## config.mk

```make
export PLATFORM = sky130hd
export DESIGN_NAME = fword_meter
export DESIGN_NICKNAME = d
export VERILOG_FILES = /design/src/rtl/dds_pkg.sv /design/src/rtl/seq_divider.sv /design/src/rtl/fword_meter.sv
export SDC_FILE = /design/constraint.sdc
export NUM_CORES = 1
export LEC_CHECK = 0
export ABC_AREA = 1
export CORE_MARGIN = 1.5
export CORE_UTILIZATION = 63
export CTS_CLUSTER_SIZE = 40
export DETAILED_ROUTE_END_ITERATION = 10
export GPL_TIMING_DRIVEN = 0
export MAX_ROUTING_LAYER = met4
export PLACE_DENSITY = 0.89
export SLEW_MARGIN = 10
export SYNTH_ARGS = -nofsm -noshare
export SYNTH_HDL_FRONTEND = slang
export SYNTH_SLANG_ARGS = --single-unit
```

## constraint.sdc

```tcl
create_clock -name clk -period 2.5 [get_ports clk]
set_input_delay 0.5 -clock clk [delete_from_list [all_inputs] [get_ports clk]]
set_output_delay 0.5 -clock clk [all_outputs]
set_load 0.05 [all_outputs]
```

## src/rtl/dds_pkg.sv

```systemverilog
// dds_pkg: shared types and width helpers for the DDS receive-side blocks.
//   ACC_W_DEF    default phase-accumulator / frequency-word width
//   meas_state_t period-measurement FSM states
//   div_state_t  sequential-divider FSM states
//   dividend_w() dividend width for (PERIODS << ACC_W) style quotients
package dds_pkg;

  localparam int unsigned ACC_W_DEF = 24;

  typedef enum logic {
    WAIT_EDGE = 1'b0,
    MEASURE   = 1'b1
  } meas_state_t;

  typedef enum logic [1:0] {
    D_IDLE = 2'd0,
    D_RUN  = 2'd1,
    D_DONE = 2'd2
  } div_state_t;

  // Low-part dividend width: ACC_W plus the bits needed to scale by PERIODS.
  function automatic int unsigned dividend_w(input int unsigned acc_w,
                                             input int unsigned periods);
    return acc_w + $clog2(periods);
  endfunction

endpackage

```

## src/rtl/seq_divider.sv

```systemverilog
// seq_divider: restoring divider, one quotient bit per clock.
// Computes {dividend_hi_i, dividend_lo_i} / divisor_i, where dividend_hi_i
// must be smaller than divisor_i so the quotient fits in LO_W bits; this lets
// an (LO_W+1)-bit or wider numerator finish in LO_W iterations.
//   clk, rst       clock, synchronous active-high reset
//   start_i        load operands (sampled in D_IDLE only)
//   abort_i        drop any running division without a done pulse
//   dividend_hi_i  upper numerator part, initial partial remainder
//   dividend_lo_i  lower numerator part, shifted in MSB first
//   divisor_i      divisor, captured on start
//   quotient_o     low Q_W bits of the quotient, valid while done_o is high
//   busy_o         high in D_RUN and D_DONE
//   done_o         one-cycle pulse in D_DONE
module seq_divider
  import dds_pkg::*;
#(
  parameter int unsigned LO_W  = 28,
  parameter int unsigned DVS_W = 32,
  parameter int unsigned Q_W   = 24
) (
  input  logic             clk,
  input  logic             rst,
  input  logic             start_i,
  input  logic             abort_i,
  input  logic [DVS_W-1:0] dividend_hi_i,
  input  logic [LO_W-1:0]  dividend_lo_i,
  input  logic [DVS_W-1:0] divisor_i,
  output logic [Q_W-1:0]   quotient_o,
  output logic             busy_o,
  output logic             done_o
);

  localparam int unsigned IT_W = $clog2(LO_W);

  div_state_t        state_q, state_d;
  logic [DVS_W-1:0]  rem_q, rem_d;
  logic [DVS_W-1:0]  dvs_q, dvs_d;
  logic [LO_W-1:0]   dq_q, dq_d;      // dividend bits out at the top, quotient bits in at the bottom
  logic [IT_W-1:0]   it_q, it_d;
  logic              busy_q, busy_d;
  logic              done_q, done_d;
  logic [DVS_W:0]    shift_c;
  logic [DVS_W+1:0]  diff_c;
  logic              qbit_c;

  // Trial subtraction; the top bit of diff_c is the borrow.
  always_comb begin
    shift_c = {rem_q, dq_q[LO_W-1]};
    diff_c  = {1'b0, shift_c} - {2'b00, dvs_q};
    qbit_c  = ~diff_c[DVS_W+1];
  end

  // Next-state and datapath.
  always_comb begin
    state_d = state_q;
    rem_d   = rem_q;
    dvs_d   = dvs_q;
    dq_d    = dq_q;
    it_d    = it_q;
    case (state_q)
      D_IDLE: begin
        if (start_i) begin
          state_d = D_RUN;
          rem_d   = dividend_hi_i;
          dvs_d   = divisor_i;
          dq_d    = dividend_lo_i;
          it_d    = IT_W'(LO_W - 1);
        end
      end
      D_RUN: begin
        // Restored remainder is always below the divisor, so DVS_W bits suffice.
        rem_d = qbit_c ? DVS_W'(diff_c) : DVS_W'(shift_c);
        dq_d  = {dq_q[LO_W-2:0], qbit_c};
        it_d  = it_q - IT_W'(1);
        if (it_q == '0) state_d = D_DONE;
      end
      D_DONE:  state_d = D_IDLE;
      default: state_d = D_IDLE;
    endcase
    if (abort_i) state_d = D_IDLE;
    busy_d = (state_d == D_RUN) || (state_d == D_DONE);
    done_d = (state_d == D_DONE);
  end

  // State and datapath registers.
  always_ff @(posedge clk) begin
    if (rst) begin
      state_q <= D_IDLE;
      rem_q   <= '0;
      dvs_q   <= '0;
      dq_q    <= '0;
      it_q    <= '0;
      busy_q  <= 1'b0;
      done_q  <= 1'b0;
    end else begin
      state_q <= state_d;
      rem_q   <= rem_d;
      dvs_q   <= dvs_d;
      dq_q    <= dq_d;
      it_q    <= it_d;
      busy_q  <= busy_d;
      done_q  <= done_d;
    end
  end

  assign quotient_o = dq_q[Q_W-1:0];
  assign busy_o     = busy_q;
  assign done_o     = done_q;

endmodule

```

## src/rtl/fword_meter.sv

```systemverilog
// fword_meter: measures the period of sig_in averaged over PERIODS rising
// edges and recovers the equivalent DDS frequency word
//   fword = (PERIODS << ACC_W) / total_cycles.
// Build option: FWORD_ROUND_EN adds total/2 to the numerator (round to
// nearest) at the cost of one extra pre-add cycle of latency.
//   clk        system clock
//   rst        synchronous reset, active-high
//   sig_in     measured signal, asynchronous to clk
//   fword      last recovered frequency word (0 while no signal)
//   fword_vld  one-cycle pulse when fword updates
//   no_signal  high until the first result and after an input timeout
//   busy       high while the divider runs
module fword_meter
  import dds_pkg::*;
#(
  parameter int unsigned ACC_W       = ACC_W_DEF,
  parameter int unsigned PERIODS     = 16,
  parameter int unsigned CNT_W       = 32,
  parameter int unsigned TIMEOUT_CYC = 50_000_000
) (
  input  logic             clk,
  input  logic             rst,
  input  logic             sig_in,
  output logic [ACC_W-1:0] fword,
  output logic             fword_vld,
  output logic             no_signal,
  output logic             busy
);

  localparam int unsigned DVD_W = dividend_w(ACC_W, PERIODS);
  localparam int unsigned EC_W  = $clog2(PERIODS);
  localparam int unsigned TO_W  = $clog2(TIMEOUT_CYC + 1);

  meas_state_t       state_q, state_d;
  logic [2:0]        sync_q;
  logic              edge_c, win_c, tmo_c;
  logic [CNT_W-1:0]  cyc_q, cyc_d;     // cycles since the window start edge
  logic [EC_W-1:0]   ecnt_q, ecnt_d;
  logic [TO_W-1:0]   idle_q, idle_d;   // cycles since the most recent edge
  logic              div_start;
  logic [CNT_W-1:0]  div_hi, div_dvs;
  logic [DVD_W-1:0]  div_lo;
  logic [ACC_W-1:0]  div_quot;
  logic              div_busy, div_done;
  logic [ACC_W-1:0]  fword_q, fword_d;
  logic              vld_q, vld_d;
  logic              nosig_q, nosig_d;

  // Two-flop synchronizer plus a third flop for rising-edge detection.
  always_ff @(posedge clk) begin
    if (rst) sync_q <= '0;
    else     sync_q <= {sync_q[1:0], sig_in};
  end
  assign edge_c = sync_q[1] & ~sync_q[2];

  // Measurement FSM: back-to-back windows of PERIODS edges; edge beats timeout.
  always_comb begin
    state_d = state_q;
    cyc_d   = cyc_q;
    ecnt_d  = ecnt_q;
    idle_d  = idle_q;
    win_c   = 1'b0;
    tmo_c   = 1'b0;
    case (state_q)
      WAIT_EDGE: begin
        idle_d = '0;
        if (edge_c) begin
          state_d = MEASURE;
          cyc_d   = CNT_W'(1);
          ecnt_d  = '0;
          idle_d  = TO_W'(1);
        end
      end
      MEASURE: begin
        cyc_d  = cyc_q + CNT_W'(1);
        idle_d = idle_q + TO_W'(1);
        if (edge_c) begin
          idle_d = TO_W'(1);
          ecnt_d = ecnt_q + EC_W'(1);
          if (ecnt_q == EC_W'(PERIODS - 1)) begin
            // Closing edge doubles as the next window's start edge.
            win_c  = 1'b1;
            cyc_d  = CNT_W'(1);
            ecnt_d = '0;
          end
        end else if ((idle_q >= TO_W'(TIMEOUT_CYC - 1)) || (cyc_q == '1)) begin
          tmo_c   = 1'b1;
          state_d = WAIT_EDGE;
        end
      end
      default: state_d = WAIT_EDGE;
    endcase
  end

  always_ff @(posedge clk) begin
    if (rst) begin
      state_q <= WAIT_EDGE;
      cyc_q   <= '0;
      ecnt_q  <= '0;
      idle_q  <= '0;
    end else begin
      state_q <= state_d;
      cyc_q   <= cyc_d;
      ecnt_q  <= ecnt_d;
      idle_q  <= idle_d;
    end
  end

  // PERIODS is a power of two, so PERIODS << ACC_W is 1 << DVD_W: the high
  // dividend part is 1 (plus the rounding carry) and always below total.
`ifdef FWORD_ROUND_EN
  localparam int unsigned NUM_W = DVD_W + CNT_W;
  logic              start_q, start_d;
  logic [CNT_W-1:0]  total_q, total_d;
  logic [NUM_W-1:0]  num_c;

  always_comb begin
    start_d = win_c;
    total_d = win_c ? cyc_q : total_q;
    num_c   = (NUM_W'(1) << DVD_W) + NUM_W'(total_q >> 1);
  end

  always_ff @(posedge clk) begin
    if (rst) begin
      start_q <= 1'b0;
      total_q <= '0;
    end else begin
      start_q <= start_d;
      total_q <= total_d;
    end
  end

  assign div_start = start_q;
  assign div_hi    = num_c[NUM_W-1:DVD_W];
  assign div_lo    = num_c[DVD_W-1:0];
  assign div_dvs   = total_q;
`else
  assign div_start = win_c;
  assign div_hi    = CNT_W'(1);
  assign div_lo    = '0;
  assign div_dvs   = cyc_q;
`endif

  seq_divider #(
    .LO_W  (DVD_W),
    .DVS_W (CNT_W),
    .Q_W   (ACC_W)
  ) u_div (
    .clk           (clk),
    .rst           (rst),
    .start_i       (div_start),
    .abort_i       (tmo_c),
    .dividend_hi_i (div_hi),
    .dividend_lo_i (div_lo),
    .divisor_i     (div_dvs),
    .quotient_o    (div_quot),
    .busy_o        (div_busy),
    .done_o        (div_done)
  );

  // Result registers; a timeout clears the word and flags loss of signal.
  always_comb begin
    fword_d = fword_q;
    vld_d   = 1'b0;
    nosig_d = nosig_q;
    if (tmo_c) begin
      fword_d = '0;
      nosig_d = 1'b1;
    end else if (div_done) begin
      fword_d = div_quot;
      vld_d   = 1'b1;
      nosig_d = 1'b0;
    end
  end

  always_ff @(posedge clk) begin
    if (rst) begin
      fword_q <= '0;
      vld_q   <= 1'b0;
      nosig_q <= 1'b1;
    end else begin
      fword_q <= fword_d;
      vld_q   <= vld_d;
      nosig_q <= nosig_d;
    end
  end

  assign fword     = fword_q;
  assign fword_vld = vld_q;
  assign no_signal = nosig_q;
  assign busy      = div_busy;

endmodule
```

==> metrics.yaml, run 1 <==
setup_path:
  worst-path-stages: 16
  worstPathRequired_ps: 2800
  crit_type: "register to register"
  cp_max_fo: 4
  crit_top_cell: "nand2_1"
  slowest_delay_ps: 410
  crit_start: "u_div.dq_q[27]"
  slowest_stage: "fa_2"
  r2r-end: "u_div.rem_q[30]"
  path_cells: "inv_1, ha_1, inv_1, fa_2, nand2_1, nand2_1, nand3_1, nand2_1, nand2_1, nand2_1, nand2_1, nand2_1, nand2_1, nand3_1, nand2_1, a21oi_1"
  reg2regPathDepth: 16
  arrival_ps: 2710
  rrSetupSlack_ps: 90
  cp-endpoint: "u_div.rem_q[30]"
  critPathLaunchType: "register"
  crit_family: "simple AND/OR/NAND/NOR gates"
  worst-path-buf-inv: 2
  r2r_start: "u_div.dq_q[27]"
  worstSetupEndpointType: "register"
floorplan:
  io_pins: 30
  die_area_um2: 18100
  die_height_um: 135
  start_util: 0.652
  core_um2: 16800
  fp-row-count: 47
  dieWidth_um: 135
finish:
  final_area_um2: 12100
  area_growth_syn_to_layout_pct: 10.9
  drive_gt1_frac: 0.0539
  n_antenna_cell: 0
  nNetsFinal: 1773
  stdcell_count: 1965
route:
  dr.first_iter.drc_count: 1039
  vias_per_cell: 5.63
  drc_errors: 0
  firstDrtPassIters: 7
  avgRoutedWirePerCell_um: 15.1
  antenna_left: 0
  vias: 11100
  drt-total-wl_um: 29700
synth:
  synth_area_um2: 10900
  synth_edf_count: 0
  seq_area_frac_synth: 0.354
  syn-instance-count: 1685
  mappedNetlistNets: 1726
  yosysUniqueCellTypes: 48
  synth-seq-cells: 193
  syn_avg_cell_area_um2: 6.48
  synth_ff_type: "dfxtp_1"
  async_reset_ff_frac: 0
  yosys_warnings: 0
grt:
  grt_pass1_wl_um: 47800
  antenna_found_initial: 0
  grt-ovfl-total: 0
  grt_pass1_vias: 10100
  grt_max_degree: 20
  grt.total_usage: 0.341
clock_network:
  cts.sink_count: 193
  cts_max_path_buffers: 2
  clk_latency_ps: 440
  cts_buffers: 17
  cts_max_level: 4
  cts_root_buf: "clkbuf_16"
  post_cts_buffers: 0
  clkTransAtPathRegs_ps: 80
  cts_tree: "yes"
placed_design:
  dpl_cell_area_um2: 11500
  portBuffers: 28
  dp_cells: 1933
  hpwl_um: 22000
  routabilityCongestion: 1.00
pwr:
  powerDensity_nw_per_um2: 484
  peakVddDrop_mv: 0.483
  power.leakage_nw: 5.18
sta:
  fin_skew_ps: 14.2
  period_minus_slack_ps: 2410
  setup_viol: 0
  hold_viol_final: 0
  final_max_slew_viol_count: 0
  max_freq_mhz: 414
  tightest_slew_ps: 1040
  post-route-period-util: 0.965
  slew_headroom: 0.302
flow_run:
  cap_violations: 0
hold_path:
  hp-class: "register to register"
outcome:
  status: "completed"
-- report_power, final --
part	switching [mW]	internal (mW)
Clock	1.31	1.33
Combinational	0.110	0.0301
Sequential	0.00630	3.08
Total	1.43	4.43
-- cell usage after synthesis (all sizes together), types with 6 or more instances --
cell type | n | area [um2]
mux2i | 24 | 240
ha | 37 | 463
nand3 | 88 | 460
nand2 | 537 | 2040
o211ai | 6 | 45.0
nand4 | 18 | 119
nand3b | 23 | 173
xnor2 | 16 | 140
o21ai | 60 | 300
nor3 | 28 | 150
inv | 250 | 938
nor2 | 138 | 576
buf | 12 | 72.6
or2 | 6 | 37.5
a21oi | 162 | 811
clkbuf | 42 | 158
a31oi | 7 | 43.8
dfxtp | 193 | 3860
-- worst register-to-register path, cell delays in order (launching register included) --
cell,delay (ps)
dfxtp_2,360
inv_1,60
ha_1,170
inv_1,100
fa_2,410
nand2_1,130
nand2_1,90
nand3_1,80
nand2_1,150
nand2_1,100
nand2_1,130
nand2_1,150
nand2_1,70
nand2_1,60
nand3_1,80
nand2_1,80
a21oi_1,50
-- what timing repair did --
action                                 4_1_cts  5_1_grt
pin swaps                                    0        2
gates resized for setup                      1       32
setup endpoints to repair                    8       66
endpoints found under the hold margin        0        0
gates cloned                                 0        0
hold buffers                                 0        0
-- layout make-up --
cell class	count	area, um2
multi-input cells	1187	5930
fillers	1424	4640
flip-flops and latches	193	3870
inverters	251	942
clock buffers	17	425
repair buffers	28	280
well taps	220	275
plain buffers	54	249
clock inverters	15	141
-- logic make-up after synthesis --
kind of cell | after synthesis | share of synthesized area
xor gates and xnor gates | 18 | 0.0144
adders and majority gates | 38 | 0.0442
and+or+nand+nor | 852 | 0.334
DFF | 193 | 0.354
buffers and inverters | 305 | 0.107
AOI/OAI and AO/OA | 255 | 0.125
muxes | 24 | 0.0220
-- layer usage --
metal  global-route usage  vias up  wire length [um]
met1                0.397     5058             12500
met5                    -        -                 0
met3               0.0447       83              1780
met4                0.158        0              1060
li1                     -     5458                 -
met2                0.585      462             14400
-- flip-flops by register name, indices dropped and copies added, names as in the netlist --
name,count
cyc_q,32
u_div.dvs_q,32
u_div.rem_q,32
u_div.dq_q,28
idle_q,26
fword,24
u_div.it_q,5
ecnt_q,4
sync_q,3
u_div.state_q,2
fword_vld,1
no_signal,1
state_q,1
u_div.busy_o,1
u_div.done_o,1
-- worst min path at each step --
stage / start / end / cells after the start
floorplan: sync_q[0] / sync_q[1] / 2
global placement: sync_q[0] / sync_q[1] / 2
detailed placement: sync_q[0] / sync_q[1] / 2
CTS: sync_q[0] / sync_q[1] / 2
global route: sync_q[0] / sync_q[1] / 2
finish: sync_q[0] / sync_q[1] / 2
-- cell usage in the layout (no fill, tap or decap), types with 6 or more instances in the layout --
cell type,count
nor2_4,7
nor2_2,7
clkbuf_16,17
dfxtp_1,190
clkbuf_1,38
a31oi_1,7
nand3_1,84
nor2_1,124
nand2_2,9
o21ai_0,60
ha_1,36
xnor2_1,16
nand2_1,527
nor3_1,26
mux2i_1,24
nand4_1,17
a21oi_1,159
clkdlybuf4s50_1,28
inv_1,249
inv_6,6
o211ai_1,6
buf_2,6
nand3b_1,23
-- metrics by stage --
step | hold slack (ps) | setup TNS [ps] | util | power (mW) | setup slack (ps)
6_report | 421 | 0 | 0.723 | 5.86 | 86.8
5_1_grt | 450 | -7.09 | 0.723 | 6.03 | -4.52
4_1_cts | 423 | 0 | 0.719 | 5.88 | 8.11
3_5_place_dp | 405 | -59.0 | 0.685 | 3.29 | -22.1
3_3_place_gp | 397 | 0 | 0.685 | 3.29 | 24.1
2_1_floorplan | 388 | 0 | - | 3.24 | 481
Note: power is estimated with default switching activity, not from simulation.
==> inputs of run 2 (changes only) <==
--- a/config.mk
+++ b/config.mk
@@ -9,8 +9,9 @@
 export CORE_MARGIN = 1.5
-export CORE_UTILIZATION = 63
+export CORE_UTILIZATION = 45
 export CTS_CLUSTER_SIZE = 40
 export DETAILED_ROUTE_END_ITERATION = 10
+export DONT_BUFFER_PORTS = 1
 export GPL_TIMING_DRIVEN = 0
 export MAX_ROUTING_LAYER = met4
-export PLACE_DENSITY = 0.89
+export PLACE_DENSITY = 0.68
 export SLEW_MARGIN = 10
==> constraint.sdc (replaced) <==
create_clock -name clk -period 2.5 [get_ports clk]
set_input_delay 0.25 -clock clk [delete_from_list [all_inputs] [get_ports clk]]
set_output_delay 0.25 -clock clk [all_outputs]
set_load 0.05 [all_outputs]
==> metrics.yaml, run 2 (same netlist as run 1, synthesis figures left out) <==
finish:
  fillers: 2453
  layout_commonest_cell: "nand2_1"
  nNetsFinal: 1747
  n_antenna_cell: 0
  area_growth_syn_to_layout_pct: 10.1
  drive_gt1_frac: 0.0553
  layout_common_cells: "nand2_1 (527), inv_1 (249), dfxtp_1 (191), a21oi_1 (160), nor2_1 (123)"
  stdcell_count: 2038
  top_regs: "cyc_q (32), u_div.dvs_q (32), u_div.rem_q (32)"
  final-seq-area_um2: 3870
  multiInputGateArea_um2: 5930
floorplan:
  io_pins: 30
  die_area_um2: 25200
  die_height_um: 159
  start_util: 0.463
  core_um2: 23600
  fp-row-count: 56
  dieWidth_um: 159
route:
  avgRoutedWirePerCell_um: 14.2
  antenna_left: 0
  vias: 10400
  dr.first_iter.drc_count: 672
  drc_errors: 0
  vias_per_cell: 5.10
  drt-total-wl_um: 28900
  firstDrtPassIters: 5
sta:
  holdWs_ps: 408
  setup_viol: 0
  slew_headroom: 0.224
  final_max_slew_viol_count: 0
  period_minus_slack_ps: 2390
  tightest_slew_ps: 1160
  hold_viol_final: 0
  post-route-period-util: 0.956
  max_freq_mhz: 419
  fin_skew_ps: 17.2
grt:
  grt_pass1_wl_um: 47200
  grt.total_usage: 0.237
  grt_pass1_vias: 9533
  grt-ovfl-total: 0
  grt_max_degree: 23
  antenna_found_initial: 0
setup_path:
  arrival_ps: 2690
  r2r_start: "u_div.dq_q[27]"
  crit_start: "u_div.dq_q[27]"
  crit_type: "register to register"
  critPathLaunchType: "register"
  worstSetupEndpointType: "register"
  reg2regPathDepth: 13
  cp_max_fo: 4
  worstPathRequired_ps: 2800
pwr:
  peakVddDrop_mv: 0.472
  power.switching_mw: 1.54
  p_comb_frac: 0.023
  powerDensity_nw_per_um2: 501
  power_switching_share: 0.255
  power.internal_mw: 4.49
  power.leakage_nw: 5.10
  pwr-share-seq: 0.512
  p_clk_frac: 0.465
clock_network:
  clk_latency_ps: 440
  cts_max_level: 4
  cts_max_path_buffers: 2
  cts.sink_count: 193
  cts_tree: "yes"
  clkTransAtPathRegs_ps: 80
  cts_buffers: 17
  cts_root_buf: "clkbuf_16"
flow_run:
  cap_violations: 0
hold_path:
  holdCritStartpoint: "sync_q[0]"
  hold_depth: 2
  hp-class: "register to register"
placed_design:
  hpwl_um: 22300
  dp_cells: 2004
  routabilityCongestion: 0.964
  portBuffers: 0
outcome:
  status: "completed"
## run 2: cell count changes in the layout (fill, tap and decap cells not counted), moves of 2 or more
cell	previous run	this run
clkdlybuf4s50_1	28	0
clkinv_8	1	6
clkinv_2	2	0
clkinv_4	2	0
inv_12	0	2
inv_8	4	2
## run 2: per-layer routing
metal  GRT usage  part of all wire  vias to the layer above
met5           -                 0                        -
met4      0.0736             0.020                        0
met3      0.0308             0.052                       36
met2       0.382              0.46                      259
met1       0.308              0.47                     4684
li1            -                 -                     5409
## run 2: power groups by stage
stage	combinational, mW	clock (mW)	sequential, mW
floorplan	0.0891	0	3.15
global placement	0.135	0	3.15
detailed placement	0.136	0	3.15
CTS	0.139	2.83	3.08
global route	0.154	2.97	3.08
finish	0.138	2.80	3.08
## run 2: path summary, 6_finish.rpt
| path | slack (ps) | endpoint |
|---|---|---|
| max reg2reg | 110 | u_div.rem_q[20] |
| max | 110 | u_div.rem_q[20] |
| min reg2reg | 410 | sync_q[1] |
| min | 410 | sync_q[1] |
## run 2: critical path: stages, from the launching register on
cell and delay [ps]:
dfxtp_1 370, inv_1 60, ha_1 210, inv_1 130, fa_2 280, nand2_1 90, a21oi_1 390, nand3b_1 260
nand3_1 150, nand2_1 50, nand2_1 110, nand2_1 60, nand2_1 70, a21oi_1 50
## run 2: area by class of cell
class	count	share of cell area
buffer	54	0.0205
clock buffer	17	0.0354
clock inverter	15	0.0163
inverter	251	0.0783
multi-input combinational	1187	0.493
sequential	193	0.322
tap	319	0.0332
timing repair buffer	2	0.00146
## run 2: per-stage QoR
stage	utilization	area [um2]	TNS [ps]	setup slack, ps	total power, mW
floorplan	-	10900	0	481	3.24
global placement	0.480	11300	-315	-45.4	3.29
detailed placement	0.480	11300	-356	-52.2	3.29
CTS	0.507	12000	0	15.6	6.06
global route	0.509	12000	-34.0	-15.1	6.20
finish	0.509	12000	0	111	6.02
## run 2: timing repair
action	in CTS	in global routing
hold buffers	1	0
pin swaps	0	1
setup buffers	0	1
resized for setup	2	29
endpoints found under the setup margin	12	86
hold endpoints to repair	1	0
==> inputs of run 3 (changes only) <==
- CAP_MARGIN: default -> 20
- CORE_MARGIN: 1.5 -> 2
- CTS_CLUSTER_DIAMETER: default -> 40
==> metrics.yaml, run 3 (same netlist as run 1, synthesis figures left out) <==
placed_design:
  routabilityCongestion: 0.989
  portBuffers: 0
  hpwl_um: 22000
grt:
  antenna_found_initial: 0
  grt_pass1_wl_um: 47100
  grt.total_usage: 0.233
  grt-ovfl-total: 0
  grt_max_degree: 22
  grt_pass1_vias: 9603
setup_path:
  slowest_delay_ps: 410
  critPathLaunchType: "register"
  rrSetupSlack_ps: 140
  crit_type: "register to register"
  slowest_stage: "dfxtp_1"
  r2r_start: "u_div.dq_q[27]"
  reg2regPathDepth: 13
  arrival_ps: 2660
  crit_top_cell: "nand2_1"
  cp_max_fo: 4
  worstSetupEndpointType: "register"
  r2r-end: "u_div.rem_q[20]"
  worstPathRequired_ps: 2800
  path_cells: "inv_1, ha_1, inv_1, fa_2, nand2_1, a21oi_1, nand3b_1, nand3_1, nand2_1, nand2_1, nand2_1, nand2_1, a21oi_1"
sta:
  fin_tns_setup_ps: 0
  period_minus_slack_ps: 2360
  final_max_slew_viol_count: 0
  max_freq_mhz: 424
  hold_viol_final: 0
  tightest_slew_ps: 797
  slew_headroom: 0.469
  setup_viol: 0
  post-route-period-util: 0.944
  fin_skew_ps: 14.4
finish:
  layout_common_cells: "nand2_1 (525), inv_1 (249), dfxtp_1 (191), a21oi_1 (160), nor2_1 (125)"
  final-seq-area_um2: 3870
  multiInputGateArea_um2: 5980
  n_antenna_cell: 0
  final_core_util: 0.502
  fillers: 2536
  drive_gt1_frac: 0.0582
  nNetsFinal: 1747
  layout_commonest_cell: "nand2_1"
  top_regs: "cyc_q (32), u_div.dvs_q (32), u_div.rem_q (32)"
  area_growth_syn_to_layout_pct: 10.7
floorplan:
  core_um2: 24100
  die_height_um: 160
  fp-row-count: 57
  die_area_um2: 25500
  io_pins: 30
  dieWidth_um: 160
  start_util: 0.453
pwr:
  powerDensity_nw_per_um2: 501
  power.internal_mw: 4.57
  p_clk_frac: 0.468
  pwr-share-seq: 0.509
  power_switching_share: 0.245
  power_mw: 6.05
  p_comb_frac: 0.023
  power.switching_mw: 1.48
  power.leakage_nw: 5.11
  peakVddDrop_mv: 0.515
clock_network:
  cts_max_level: 4
  clkTransAtPathRegs_ps: 80
  cts_root_buf: "clkbuf_16"
  cts.sink_count: 193
  cts_tree: "yes"
  post_cts_buffers: 0
  cts_max_path_buffers: 2
  clk_latency_ps: 440
  cts_buffers: 17
route:
  avgRoutedWirePerCell_um: 14.1
  vias_per_cell: 5.08
  dr.first_iter.drc_count: 725
  drc_errors: 0
  drt-total-wl_um: 28900
  vias: 10400
  firstDrtPassIters: 8
  antenna_left: 0
hold_path:
  holdCritStartpoint: "sync_q[0]"
  hold_depth: 2
  hp-class: "register to register"
  min_to: "sync_q[1]"
flow_run:
  cap_violations: 0
outcome:
  status: "completed"
==> run 3: changes by cell type in the layout (fill, tap and decap cells not counted), moves of 2 or more <==
cell,previous run,this run
ha_1,35,30
ha_2,2,4
ha_4,0,3
inv_12,2,0
inv_6,5,3
inv_8,2,4
nand2_1,527,525
nand2_2,9,11
nor2_1,123,125
nor2_2,8,6
==> run 3: worst max path at each step <==
stage	start	endpoint	slack, ps	cells after the start
after global routing	u_div.dq_q[27]	u_div.rem_q[28]	-5	16
after CTS	u_div.dvs_q[28]	u_div.rem_q[28]	10	13
after global placement	u_div.dvs_q[28]	u_div.rem_q[12]	-40	11
final	u_div.dq_q[27]	u_div.rem_q[20]	140	13
after floorplan	cyc_q[0]	u_div.busy_o	480	14
after detailed placement	ecnt_q[0]	u_div.rem_q[0]	-60	9
==> run 3: power groups by stage <==
| stage | combinational [mW] | clock [mW] | sequential (mW) |
|---|---|---|---|
| after detailed placement | 0.136 | 0 | 3.16 |
| after global placement | 0.134 | 0 | 3.16 |
| after floorplan | 0.0891 | 0 | 3.15 |
| final | 0.139 | 2.83 | 3.08 |
| after global routing | 0.154 | 3.02 | 3.08 |
| after CTS | 0.138 | 2.89 | 3.08 |
==> run 3: what timing repair did <==
| item | 4_1_cts | 5_1_grt |
|---|---|---|
| setup endpoints to repair | 30 | 60 |
| hold buffers | 1 | 0 |
| endpoints found under the hold margin | 1 | 0 |
| resized for setup | 2 | 33 |
| pin swaps | 0 | 1 |
==> run 3: through the flow <==
step / cell area [um2] / std cells / hold WS (ps) / setup WS (ps)
2_1_floorplan: 10900 / 1685 / 357 / 481
3_5_place_dp: 11300 / 2009 / 363 / -59.3
4_1_cts: 12000 / 2042 / 412 / 13.3
3_3_place_gp: 11300 / 2009 / 359 / -43.6
6_report: 12100 / 2043 / 410 / 141
5_1_grt: 12100 / 2043 / 426 / -4.62
==> run 3: metal layers <==
layer / track usage / share of wire / up-vias
li1: - / - / 5404
met1: 0.295 / 0.47 / 4698
met2: 0.387 / 0.46 / 231
met3: 0.0257 / 0.046 / 55
met4: 0.0786 / 0.027 / 0
met5: - / 0 / -
==> run 3: worst max-delay path, delay by kind of cell (launching register included) <==
| kind | cells | cell delay (ps) |
|---|---|---|
| and+or+nand+nor | 7 | 710 |
| AOI/OAI and AO/OA | 2 | 400 |
| adders and majority gates | 2 | 480 |
| DFF | 1 | 410 |
| buffers and inverters | 2 | 200 |
==> run 3: final cells by class <==
type / count / area share
clock inverters: 15 / 0.0172
clock buffers: 17 / 0.0352
multi-input cells: 1187 / 0.494
plain buffers: 54 / 0.0201
well taps: 324 / 0.0335
repair buffers: 2 / 0.00145
flip-flops and latches: 193 / 0.320
inverters: 251 / 0.0779
